## config.mk

```make
export PLATFORM = sky130hd
export DESIGN_NAME = adder_share_arbiter
export DESIGN_NICKNAME = d
export VERILOG_FILES = /design/src/rtl/adder_share_pkg.sv /design/src/rtl/adder_share_arbiter_csel_add.sv /design/src/rtl/adder_share_arbiter_rr_pick.sv /design/src/rtl/adder_share_arbiter.sv
export SDC_FILE = /design/constraint.sdc
export NUM_CORES = 1
export LEC_CHECK = 0
export ABC_AREA = 1
export BUFFER_PORTS_ARGS = -buffer_cell sky130_fd_sc_hd__buf_2
export CORE_MARGIN = 3
export CORE_UTILIZATION = 39
export DETAILED_ROUTE_END_ITERATION = 8
export GPL_TIMING_DRIVEN = 0
export PLACE_DENSITY_LB_ADDON = 0.25
export SYNTH_ARGS = -nofsm -noshare
export SYNTH_HDL_FRONTEND = slang
export SYNTH_SLANG_ARGS = --single-unit
```

## constraint.sdc

```tcl
create_clock -name clk -period 8.5 [get_ports clk]
set_input_delay 1.275 -clock clk [delete_from_list [all_inputs] [get_ports clk]]
set_output_delay 1.275 -clock clk [all_outputs]
set_load 0.05 [all_outputs]
```

## src/rtl/adder_share_pkg.sv

```systemverilog
// Shared definitions for the adder_share_arbiter block.
//   adder_share_state_t : response-register state (IDLE = empty, HOLD = valid)
//   ADDER_SHARE_WIDTH   : width of the shared carry-select adder
package adder_share_pkg;

    localparam int ADDER_SHARE_WIDTH = 32;

    typedef enum logic {
        IDLE = 1'b0,
        HOLD = 1'b1
    } adder_share_state_t;

endpackage

```

## src/rtl/adder_share_arbiter_csel_add.sv

```systemverilog
// csel_add32: 32-bit carry-select adder built from 4-bit blocks.
// Each block precomputes sums for carry-in 0 and 1; the incoming block
// carry selects between them.
// Ports:
//   a, b [32] : operands
//   cin       : carry-in
//   s    [32] : sum (modulo 2^32)
//   cout      : carry-out (bit 32 of a+b+cin)
module csel_add32 (
    input  logic [31:0] a,
    input  logic [31:0] b,
    input  logic        cin,
    output logic [31:0] s,
    output logic        cout
);

    logic [8:0] c;

    assign c[0] = cin;

    for (genvar g = 0; g < 8; g++) begin : g_blk
        logic [4:0] r0;
        logic [4:0] r1;
        assign r0             = {1'b0, a[4*g +: 4]} + {1'b0, b[4*g +: 4]};
        assign r1             = r0 + 5'd1;
        assign s[4*g +: 4]    = c[g] ? r1[3:0] : r0[3:0];
        assign c[g+1]         = c[g] ? r1[4]   : r0[4];
    end

    assign cout = c[8];

endmodule

```

## src/rtl/adder_share_arbiter_rr_pick.sv

```systemverilog
// rr_pick: combinational round-robin winner select.
// Ports:
//   valid [NUM_REQ]  : request vector
//   ptr   [ID_W]     : highest-priority index (must be < NUM_REQ)
//   grant [NUM_REQ]  : one-hot winner, zero when nothing is valid
//   idx   [ID_W]     : encoded winner index (0 when nothing is valid)
//   any              : at least one request valid
module rr_pick #(
    parameter int NUM_REQ = 4,
    parameter int ID_W    = $clog2(NUM_REQ)
) (
    input  logic [NUM_REQ-1:0] valid,
    input  logic [ID_W-1:0]    ptr,
    output logic [NUM_REQ-1:0] grant,
    output logic [ID_W-1:0]    idx,
    output logic               any
);

    logic [ID_W-1:0] cand;

    // Scan ptr, ptr+1, ... modulo NUM_REQ; first valid entry wins.
    always_comb begin
        grant = '0;
        idx   = '0;
        any   = 1'b0;
        cand  = '0;
        for (int unsigned k = 0; k < NUM_REQ; k++) begin
            cand = ID_W'((32'(ptr) + k) % 32'(NUM_REQ));
            if (!any && valid[cand]) begin
                any         = 1'b1;
                grant[cand] = 1'b1;
                idx         = cand;
            end
        end
    end

endmodule

```

## src/rtl/adder_share_arbiter.sv

```systemverilog
// adder_share_arbiter: round-robin sharing of one 32-bit carry-select adder
// among NUM_REQ requesters, with a registered, ID-tagged response stage.
// Optional feature macro: ADDER_SHARE_OVF_EN (adds registered rsp_ovf).
// Ports:
//   clk, rst             : clock, synchronous active-high reset
//   req_valid/req_ready  : per-requester handshake (req_ready one-hot or zero)
//   req_a, req_b         : packed operands, requester i at [i*WIDTH +: WIDTH]
//   req_cin              : per-requester carry-in
//   rsp_valid/rsp_ready  : response handshake
//   rsp_id, rsp_s        : winner index and sum
//   rsp_cout             : carry-out
//   rsp_ovf              : signed overflow (ADDER_SHARE_OVF_EN only)
module adder_share_arbiter
    import adder_share_pkg::*;
#(
    parameter int NUM_REQ = 4,
    parameter int WIDTH   = 32,
    parameter int ID_W    = $clog2(NUM_REQ)
) (
    input  logic                     clk,
    input  logic                     rst,
    input  logic [NUM_REQ-1:0]       req_valid,
    output logic [NUM_REQ-1:0]       req_ready,
    input  logic [NUM_REQ*WIDTH-1:0] req_a,
    input  logic [NUM_REQ*WIDTH-1:0] req_b,
    input  logic [NUM_REQ-1:0]       req_cin,
    output logic                     rsp_valid,
    input  logic                     rsp_ready,
    output logic [ID_W-1:0]          rsp_id,
    output logic [WIDTH-1:0]         rsp_s,
    output logic                     rsp_cout
`ifdef ADDER_SHARE_OVF_EN
    ,
    output logic                     rsp_ovf
`endif
);

    if (WIDTH != ADDER_SHARE_WIDTH) begin : g_width_check
        $error("adder_share_arbiter: WIDTH must equal 32");
    end
    if (NUM_REQ < 2 || NUM_REQ > 8) begin : g_num_req_check
        $error("adder_share_arbiter: NUM_REQ must be in 2..8");
    end

    adder_share_state_t state;
    logic [ID_W-1:0]    ptr;
    logic [NUM_REQ-1:0] grant;
    logic [ID_W-1:0]    idx;
    logic               any;
    logic               can_issue;
    logic               accept;
    logic [WIDTH-1:0]   a_sel;
    logic [WIDTH-1:0]   b_sel;
    logic               cin_sel;
    logic [WIDTH-1:0]   sum;
    logic               cout;

    rr_pick #(
        .NUM_REQ (NUM_REQ),
        .ID_W    (ID_W)
    ) u_rr_pick (
        .valid (req_valid),
        .ptr   (ptr),
        .grant (grant),
        .idx   (idx),
        .any   (any)
    );

    assign can_issue = (state == IDLE) | rsp_ready;
    // Ready is a function of the winner only, never of its own valid bit
    // beyond selection; forced low throughout reset.
    assign req_ready = (rst || !can_issue) ? '0 : grant;
    assign accept    = any & can_issue & ~rst;

    always_comb begin
        a_sel   = '0;
        b_sel   = '0;
        cin_sel = 1'b0;
        for (int unsigned k = 0; k < NUM_REQ; k++) begin
            if (idx == ID_W'(k)) begin
                a_sel   = req_a[k*WIDTH +: WIDTH];
                b_sel   = req_b[k*WIDTH +: WIDTH];
                cin_sel = req_cin[k];
            end
        end
    end

    csel_add32 u_add (
        .a    (a_sel),
        .b    (b_sel),
        .cin  (cin_sel),
        .s    (sum),
        .cout (cout)
    );

`ifdef ADDER_SHARE_OVF_EN
    logic ovf;
    assign ovf = (a_sel[WIDTH-1] == b_sel[WIDTH-1]) & (sum[WIDTH-1] != a_sel[WIDTH-1]);
`endif

    always_ff @(posedge clk) begin
        if (rst) begin
            state     <= IDLE;
            ptr       <= '0;
            rsp_valid <= 1'b0;
            rsp_id    <= '0;
            rsp_s     <= '0;
            rsp_cout  <= 1'b0;
`ifdef ADDER_SHARE_OVF_EN
            rsp_ovf   <= 1'b0;
`endif
        end else begin
            case (state)
                IDLE, HOLD: begin
                    if (accept) begin
                        state     <= HOLD;
                        rsp_valid <= 1'b1;
                        rsp_id    <= idx;
                        rsp_s     <= sum;
                        rsp_cout  <= cout;
`ifdef ADDER_SHARE_OVF_EN
                        rsp_ovf   <= ovf;
`endif
                        ptr       <= (idx == ID_W'(NUM_REQ - 1)) ? '0 : idx + ID_W'(1);
                    end else if (state == HOLD && rsp_ready) begin
                        state     <= IDLE;
                        rsp_valid <= 1'b0;
                    end
                end
                default: begin
                    state     <= IDLE;
                    rsp_valid <= 1'b0;
                end
            endcase
        end
    end

endmodule

```

==> impl_metrics.py <==
metrics = {
    "grt": {
        "gr-usage-all-layers": 0.3121,
        "grt_first_pass_wirelength_um": 39640,
        "overflow": 0,
        "grt_pass1_vias": 7256,
        "grt_max_degree": 12,
        "antenna_found_initial": 2,
    },
    "cts": {
        "numCtsBuffers": 5,
        "h-tree-depth": 2,
        "ctsHoldBuffers": 0,
        "cts_sinks": 38,
        "cts.clk_slew.worst_paths_ns": 0.06,
        "clock_latency_ns": 0.28,
        "post_cts_resized": 0,
        "postCtsSetupRepairBufs": 0,
        "clk_root_buffer_cell": "clkbuf_16",
        "cts_tree": "built",
        "clock_path_buffers": 2,
    },
    "timing": {
        "rsz0062_at_grt": "false",
        "setup_tns_ns": 0,
        "fin_crit_ns": 7.830,
        "fin_crit_sh": 0.9211,
        "slew_headroom": 0.4230,
        "setup_viol": 0,
        "finalMaxSlewViolations": 0,
        "fmax_mhz": 127.7,
        "tightest_slew_ns": 0.8656,
        "hold_viol": 0,
        "fin_worst_skew_ns": 0.007696,
    },
    "floorplan": {
        "num_rows": 43,
        "start_util": 0.4073,
        "die_h_um": 127.8,
        "io_pins": 307,
        "die_x_um": 127.8,
        "dieArea_um2": 16330,
        "core_um2": 14200,
    },
    "detailed_routing": {
        "totalWireLength_um": 26630,
        "post-route-drc-count": 0,
        "drtAntennaViolNets": 0,
        "num_vias": 7562,
        "drtIter0Drc": 615,
        "routedWlPerCell_um": 19.20,
        "drt-pass1-iter-count": 5,
        "viasPerCell": 5.452,
    },
    "setup_path": {
        "startpoint_type": "input pin",
        "regToRegSetupSlack_ns": 1.05,
        "path_max_fanout": 12,
        "cp_data_required_time_ns": 8.64,
        "cp.arrival_ns": 7.97,
        "reg2regPathDepth": 37,
        "path_class": "input pin to register",
        "reg2reg_from": "ptr[0]$_SDFFE_PP0P_",
        "cp_slowest_cell": "ha_1",
        "critical_path.max_stage_delay_ns": 0.73,
        "cpMostUsedCell": "inv_1",
        "critPathCaptureType": "register",
        "reg2reg_to": "rsp_s[25]$_SDFFE_PP0P_",
    },
    "synth": {
        "ys_ff_latch": 38,
        "synth-seq-area-share": 0.1315,
        "synthCells": 891,
        "syn_area_um2": 5786,
        "synth-async-reset-ratio": 0,
        "syn_avg_cell_area_um2": 6.493,
        "synthDistinctLibCells": 55,
        "syn_nets": 1217,
        "ys_warn_count": 0,
        "ys.flop_type": "dfxtp_1",
        "synth_edf_count": 0,
    },
    "status": {
        "outcome": "complete, no violations",
    },
    "layout": {
        "layout.cells.most_common_list": "buf_2 (311), nand2_1 (157), inv_1 (99), nor2_1 (94), a21oi_1 (64)",
        "area_delta_synth_final_pct": 32.98,
        "final.fill_count": 1556,
        "nNetsFinal": 1529,
        "ff_latch_area_um2": 760.7,
        "layout_commonest_cell": "buf_2",
        "instances_no_fill": 1387,
        "fin_area_um2": 7694,
        "post-route-util": 0.5417,
        "multi_input_area_um2": 4413,
        "drive_gt1_frac": 0.3032,
    },
    "worst_hold_path": {
        "hp-class": "register to register",
        "holdPathEnd": "rsp_s[17]$_SDFFE_PP0P_",
        "min_from": "rsp_s[17]$_SDFFE_PP0P_",
        "min_path_cells": 2,
    },
    "placed_design": {
        "gp_congestion": 0.9720,
        "placed_area_um2": 7542,
        "port_buffers": 306,
        "dp.cells": 1377,
        "dp_hpwl_um": 22660,
    },
    "run": {
        "drv_cap": 0,
    },
}
[how the worst max path moves through the flow]
stage	from	end	slack [ns]	depth (start not counted)
after global routing	req_valid[1]	rsp_s[29]$_SDFFE_PP0P_	0.10	38
final	req_valid[1]	rsp_s[25]$_SDFFE_PP0P_	0.67	37
after floorplan	req_valid[1]	rsp_s[28]$_SDFFE_PP0P_	2.02	41
after detailed placement	req_valid[1]	rsp_s[25]$_SDFFE_PP0P_	0.25	38
after global placement	req_valid[1]	rsp_s[25]$_SDFFE_PP0P_	0.27	38
after CTS	req_valid[1]	rsp_s[25]$_SDFFE_PP0P_	0.54	38
[sequential cells by signal, indices dropped and copies added (netlist names)]
register  flops
rsp_cout      1
rsp_s        32
rsp_id        2
ptr           2
state         1
[layer usage]
metal / GRT usage / up-vias / wire length [um] / share of wire
met3: 0.06375 / 47 / 2609 / 0.098
met2: 0.5071 / 374 / 11780 / 0.44
met5: 0 / - / 13 / 0.00049
li1: - / 3685 / - / -
met4: 0.08677 / 2 / 745 / 0.028
met1: 0.4199 / 3454 / 11480 / 0.43
[per-stage QoR]
step	hold WS, ns	setup WS, ns
2_1_floorplan	0.5828	2.017
3_5_place_dp	0.4555	0.2516
5_1_grt	0.4799	0.1005
6_report	0.4626	0.6702
4_1_cts	0.4644	0.5428
3_3_place_gp	0.4529	0.2698
[cell usage after synthesis, types with 3 or more instances]
cell type / number / area [um2]
fa_1: 8 / 160.2
a221oi_1: 24 / 210.2
nand3_1: 55 / 275.3
nand2_1: 157 / 589.3
inv_2: 6 / 22.52
inv_1: 99 / 371.6
a31oi_1: 6 / 37.54
nand2_2: 3 / 18.77
xnor2_1: 15 / 131.4
o21ai_0: 54 / 270.3
buf_1: 6 / 22.52
a22oi_1: 44 / 330.3
nand2_4: 11 / 123.9
a21o_1: 3 / 22.52
dfxtp_1: 38 / 760.7
ha_1: 51 / 638.1
nand3b_1: 3 / 22.52
o211ai_1: 4 / 30.03
buf_2: 5 / 25.02
nand3_2: 6 / 60.06
a31o_2: 4 / 35.03
nand3_4: 5 / 87.58
a22o_1: 6 / 52.55
o31ai_1: 27 / 202.7
o21a_1: 6 / 45.04
nor2_1: 94 / 352.8
a21oi_1: 64 / 320.3
clkbuf_1: 37 / 138.9
xor2_1: 19 / 166.4
[critical path: cells and delay by family]
kind / cells / cell delay, ns
AOI/OAI and AO/OA: 7 / 1.30
adders and majority gates: 4 / 1.55
and+or+nand+nor: 16 / 2.06
buffers and inverters: 10 / 1.76
[layout make-up]
class                      instances  share of cell area
timing repair buffer             306              0.1991
clock inverter                     1           0.0006505
buffer                            50             0.02716
clock buffer                       7             0.01854
inverter                         106             0.05188
sequential                        38             0.09888
antenna                            3           0.0009758
tap                              180             0.02927
multi-input combinational        696              0.5736
[cells by family after synthesis]
family / Yosys count / share of synthesized area
DFF: 38 / 0.1315
muxes: 2 / 0.003460
AOI/OAI and AO/OA: 254 / 0.2885
xor gates and xnor gates: 34 / 0.05147
adders and majority gates: 59 / 0.1380
and+or+nand+nor: 347 / 0.2814
buffers and inverters: 157 / 0.1057
Power is not shown: default switching activity piles up to over one toggle a cycle in this logic, so the estimate is an artifact.
